$ cat src/rtl/axi_write_sched.sv
// AXI write-channel scheduler: decodes the AW region, routes one write
// transaction at a time to one of four slaves and answers decode errors locally.
module axi_write_sched #(
  parameter int unsigned ADDR_W = 32
) (
  input  logic              clk_i,
  input  logic              rst_ni,
  input  logic              awvalid,
  output logic              awready,
  input  logic [ADDR_W-1:0] awaddr,
  input  logic [7:0]        awlen,
  output logic [3:0]        s_awvalid,
  input  logic [3:0]        s_awready,
  output logic [3:0]        s_wsel,
  input  logic              wvalid,
  input  logic              wready,
  input  logic              wlast,
  output logic              err_wready,
  input  logic [3:0]        s_bvalid,
  input  logic [7:0]        s_bresp,
  output logic [3:0]        s_bready,
  output logic              bvalid,
  output logic [1:0]        bresp,
  input  logic              bready
);

  localparam int unsigned CNT_W = 9;
  localparam int unsigned SEL_W = 2;

  localparam logic [2:0] ST_IDLE   = 3'd0;
  localparam logic [2:0] ST_AW     = 3'd1;
  localparam logic [2:0] ST_W      = 3'd2;
  localparam logic [2:0] ST_B      = 3'd3;
  localparam logic [2:0] ST_ERR_AW = 3'd4;
  localparam logic [2:0] ST_ERR_W  = 3'd5;
  localparam logic [2:0] ST_ERR_B  = 3'd6;

  logic [2:0]       state_q, state_d;
  logic [SEL_W-1:0] sel_q, sel_d;
  logic [7:0]       len_q, len_d;
  logic [CNT_W-1:0] cnt_q, cnt_d;
  logic             len_err_q, len_err_d;

  logic [3:0]       region_c;
  logic [CNT_W-1:0] cnt_inc_c;
  logic [CNT_W-1:0] exp_beats_c;
  logic [1:0]       slv_resp_c;
  logic             unused_addr_c;

  assign region_c      = awaddr[ADDR_W-1 -: 4];
  assign unused_addr_c = ^awaddr[ADDR_W-5:0];
  // Beat counter pins at all-ones instead of wrapping.
  assign cnt_inc_c     = (cnt_q == {CNT_W{1'b1}}) ? cnt_q : cnt_q + CNT_W'(1);
  assign exp_beats_c   = CNT_W'(len_q) + CNT_W'(1);
  assign slv_resp_c    = s_bresp[{sel_q, 1'b0} +: 2];

  // State and transaction context registers.
  always_ff @(posedge clk_i or negedge rst_ni) begin
    if (!rst_ni) begin
      state_q   <= ST_IDLE;
      sel_q     <= '0;
      len_q     <= '0;
      cnt_q     <= '0;
      len_err_q <= 1'b0;
    end else begin
      state_q   <= state_d;
      sel_q     <= sel_d;
      len_q     <= len_d;
      cnt_q     <= cnt_d;
      len_err_q <= len_err_d;
    end
  end

  // Next-state, beat counting and length-error tracking.
  always_comb begin
    state_d   = state_q;
    sel_d     = sel_q;
    len_d     = len_q;
    cnt_d     = cnt_q;
    len_err_d = len_err_q;
    case (state_q)
      ST_IDLE: begin
        if (awvalid) begin
          sel_d   = region_c[1:0];
          len_d   = awlen;
          state_d = (region_c[3:2] == 2'b00) ? ST_AW : ST_ERR_AW;
        end
      end
      ST_AW: begin
        if (awvalid && s_awready[sel_q]) begin
          cnt_d   = '0;
          state_d = ST_W;
        end
      end
      ST_W: begin
        if (wvalid && wready) begin
          cnt_d = cnt_inc_c;
          if (cnt_inc_c == {CNT_W{1'b1}}) len_err_d = 1'b1;
          if (wlast) begin
            if (cnt_inc_c != exp_beats_c) len_err_d = 1'b1;
            state_d = ST_B;
          end
        end
      end
      ST_B: begin
        if (s_bvalid[sel_q] && bready) begin
          len_err_d = 1'b0;
          state_d   = ST_IDLE;
        end
      end
      ST_ERR_AW: begin
        cnt_d   = '0;
        state_d = ST_ERR_W;
      end
      ST_ERR_W: begin
        if (wvalid) begin
          cnt_d = cnt_inc_c;
          if (wlast) state_d = ST_ERR_B;
        end
      end
      ST_ERR_B: begin
        if (bready) begin
          len_err_d = 1'b0;
          state_d   = ST_IDLE;
        end
      end
      default: state_d = ST_IDLE;
    endcase
  end

  // Output decode from registered state; only handshake inputs pass through.
  always_comb begin
    awready    = 1'b0;
    s_awvalid  = 4'h0;
    s_wsel     = 4'hF;
    err_wready = 1'b0;
    s_bready   = 4'h0;
    bvalid     = 1'b0;
    bresp      = 2'b00;
    case (state_q)
      ST_AW: begin
        s_awvalid = 4'b0001 << sel_q;
        awready   = s_awready[sel_q];
      end
      ST_W: s_wsel = 4'(sel_q);
      ST_B: begin
        s_bready = bready ? (4'b0001 << sel_q) : 4'h0;
        bvalid   = s_bvalid[sel_q];
        bresp    = (len_err_q && slv_resp_c == 2'b00) ? 2'b10 : slv_resp_c;
      end
      ST_ERR_AW: awready = 1'b1;
      ST_ERR_W:  err_wready = 1'b1;
      ST_ERR_B: begin
        bvalid = 1'b1;
        bresp  = 2'b11;
      end
      default: ;
    endcase
  end

endmodule
$ cat config.mk
export PLATFORM = sky130hd
export DESIGN_NAME = axi_write_sched
export DESIGN_NICKNAME = d
export VERILOG_FILES = /design/src/rtl/axi_write_sched.sv
export SDC_FILE = /design/constraint.sdc
export NUM_CORES = 1
export LEC_CHECK = 0
export CORE_MARGIN = 2
export CORE_UTILIZATION = 43
export DETAILED_ROUTE_END_ITERATION = 12
export PLACE_DENSITY = 0.8
export SETUP_SLACK_MARGIN = 0.4
export SYNTH_ARGS = -nofsm -noshare
export SYNTH_HDL_FRONTEND = slang
export SYNTH_SLANG_ARGS = --single-unit
$ cat constraint.sdc
create_clock -name clk_i -period 3.1 [get_ports clk_i]
set_input_delay 0.62 -clock clk_i [delete_from_list [all_inputs] [get_ports clk_i]]
set_output_delay 0.62 -clock clk_i [all_outputs]
set_load 0.005 [all_outputs]
==> flow_metrics.env <==
export IMPL_synth_fp_nets=284
export IMPL_slowest_delay_ns=0.51
export IMPL_setup_slack_ns=0.444
export IMPL_synth_distinct_cells=45
export IMPL_cts_buffer_depth=2
export IMPL_async_reset_ff_share_pct=100
export IMPL_io_pin_count=80
export IMPL_path_buf_inv=2
export IMPL_rsz0062_at_grt="yes"
export IMPL_clock_latency_ns=0.26
export IMPL_overflow=0
export IMPL_diodes=0
export IMPL_post_route_min_period_ns=2.66
export IMPL_fin_skew_ns=0.00178
export IMPL_ys_seq_elements=23
export IMPL_initial_core_util_pct=45.3
export IMPL_netlist_area_leader_share_pct=31.1
export IMPL_grt_max_degree=24
export IMPL_final_area_sq_um=2480
export IMPL_fmax_mhz=377
export IMPL_fin_nets=331
export IMPL_fin_crit_sh_pct=85.7
export IMPL_max_vdd_ir_drop_v=0.000510
export IMPL_intPower_w=0.00105
export IMPL_clockPowerShare_pct=10.3
export IMPL_die_h_microns=69.6
export IMPL_gp_congestion=0.852
export IMPL_synth_cells=219
export IMPL_crit_slowest_cell="mux4_2"
export IMPL_syn2layout_area_growth_pct=34.1
export IMPL_path_cells="clkdlybuf4s50_1 > mux4_2 > a21oi_2 > nor2b_1 > dlygate4sd2_1"
export IMPL_wl_mm=4.73
export IMPL_cap_viol_max_count=0
export IMPL_grt_pass1_wl_mm=7.62
export IMPL_synth_top_area_cell="dfrtp_1"
export IMPL_hp_class="reg -> reg"
export IMPL_clockRootBuffer="clkbuf_8"
export IMPL_p_seq_share_pct=35.7
export IMPL_p_total_w=0.00180
export IMPL_portBuffers=51
export IMPL_hold_path_depth=1
export IMPL_htreeDepth=1
export IMPL_cp_num_cells=5
export IMPL_netSwitchingFraction_pct=41.7
export IMPL_die_area_sq_um=4850
export IMPL_grt_use_met1_pct=23.3
export IMPL_r2r_end="len_err_q"
export IMPL_setup_tns_ns=0
export IMPL_cpLargestDelayFamily="buffers and inverters"
export IMPL_met3_usage_pct=4.51
export IMPL_place_area_sq_um=2380
export IMPL_synth_edf_count=0
export IMPL_yosys_warnings=0
export IMPL_regToRegStartpoint="cnt_q[0]"
export IMPL_numCtsBuffers=3
export IMPL_avgRoutedWirePerCell_microns=15.0
export IMPL_grt_pass1_vias=1763
export IMPL_ys_top_cells_by_count="26 x nand2_1, 23 x dfrtp_1, 17 x nor2_1, 17 x o21ai_0, 13 x nand3_1"
export IMPL_viasPerCell=5.77
export IMPL_ant_nets=0
export IMPL_comb_power_share_pct=54.1
export IMPL_p_leak_nw=0.942
export IMPL_cts_hold_buf=0
export IMPL_drc_errors=0
export IMPL_die_w_microns=69.6
export IMPL_p_per_area_nw_per_um2=725
export IMPL_synth_ff_type="dfrtp_1"
export IMPL_met2_usage_pct=32.6
export IMPL_pre_cts_ws_ns=0.0413
export IMPL_cp_start_kind="input port"
export IMPL_synthTopCellsByArea="dfrtp_1 31%, mux2_2 6.7%, nand2_1 5.3%"
export IMPL_coreArea_sq_um=4090
export IMPL_syn_avg_cell_area_sq_um=8.46
export IMPL_worstPathArrival_ns=2.04
export IMPL_r2r_slack_ns=0.58
export IMPL_end_kind="output port"
export IMPL_synthesis_area_sq_um=1850
export IMPL_cp_max_fo=2
export IMPL_std_cell_rows=23
export IMPL_cts_tree="yes"
export IMPL_holdPathEnd="len_q[1]"
export IMPL_drt_first_pass_iters=4
export IMPL_vias=1819
export IMPL_top_usage_layer="met2"
export IMPL_antenna_found_initial=0
export IMPL_cts_clk_slew_worst_paths_ns=0.08
export IMPL_grt_usage_pct=18.9
export IMPL_run_status="complete, no violations"
export IMPL_synth_most_common_cell="nand2_1"
export IMPL_hold_violations=0
export IMPL_dp_hpwl_mm=3.53
export IMPL_drv_slew=0
export IMPL_worstRegToRegCells=8
export IMPL_critPathKind="in -> out"
export IMPL_clock_sinks=23
export IMPL_slew_headroom_pct=66.9
export IMPL_required_ns=2.48
export IMPL_min_delay_start="len_q[1]"
export IMPL_drt_initial_drc_count=97
export IMPL_ys_seq_area_share_pct=31.1
export IMPL_worstMarginPinSlew_ns=0.494
export IMPL_finalSetupViolations=0
export IMPL_drive_gt1_share_pct=17.4
export IMPL_power_switching_w=0.000752
cell type report:
cell class | instances | area (sq um)
flip-flops and latches | 23 | 581
fillers | 354 | 1600
repair buffers | 58 | 557
well taps | 50 | 62.6
inverters | 6 | 22.5
multi-input cells | 174 | 1210
clock buffers | 4 | 45.0
power by group through the flow:
stage          clock network, W  registers (W)  logic (W)
6_report               0.000185       0.000642   0.000974
5_1_grt                0.000200       0.000671    0.00108
4_1_cts                0.000191       0.000629   0.000944
3_5_place_dp                  0       0.000627   0.000915
3_3_place_gp                  0       0.000616   0.000889
2_1_floorplan                 0       0.000474   0.000775
state kept, by name, summed over array words and instances, names as in the netlist:
signal     flops
cnt_q          9
len_err_q      1
len_q          8
sel_q          2
state_q        3
logic make-up after synthesis:
group,count (synthesis),synth area share (%)
and+or+nand+nor,90,24.6
buffers and inverters,22,5.14
adders and majority gates,2,1.35
DFF,23,31.1
xor gates and xnor gates,14,6.62
AOI/OAI and AO/OA,51,18.2
muxes,17,13.0
stage by stage:
stage / hold WS, ns / instances / utilization [%]
global route: 0.573 / 315 / 60.7
floorplan: 0.324 / 219 / -
detailed placement: 0.538 / 308 / 58.3
CTS: 0.557 / 315 / 60.1
global placement: 0.524 / 308 / 58.3
finish: 0.547 / 315 / 60.7
worst reg2reg max path: stages (launching register included):
cell and delay (ns):
dfrtp_1 0.47, ha_2 0.32, nand4_1 0.15, nor3_2 0.48
o21ai_0 0.22, o211ai_1 0.14, nand3_1 0.08, a2111oi_0 0.38
o211ai_1 0.14
placed cells by master, fill, tap and decap left out, types with 4 or more instances in the layout:
cell / count
mux2_2: 11
nor2_1: 16
o21ai_0: 17
a31oi_1: 4
dfrtp_1: 19
clkdlybuf4s50_1: 46
nor2b_1: 5
nand4_1: 4
a21oi_1: 5
nor3_1: 6
nand3_1: 12
a22o_1: 4
xor2_1: 5
mux4_2: 4
xnor2_1: 9
nand2_1: 26
inv_1: 6
buf_4: 6
dfrtp_2: 4
worst max-delay path by stage:
stage	end	start
floorplan	bresp[1]	sel_q[0]
global placement	bresp[1]	s_bresp[2]
detailed placement	bresp[1]	s_bresp[4]
CTS	bresp[0]	s_bresp[4]
global route	len_err_q	cnt_q[0]
finish	bvalid	s_bvalid[2]
routing by layer:
layer / share of wire [%] / vias up
met5: 0 / -
met4: 1.7 / 0
met3: 4.1 / 10
met2: 51 / 48
met1: 43 / 871
li1: - / 890
what timing repair did:
action | 4_1_cts | 5_1_grt
setup buffers | 3 | 0
resized for setup | 12 | 15
endpoints found under the setup margin | 9 | 12
pin swaps | 1 | 1
Power figures use the tool's default switching activity.
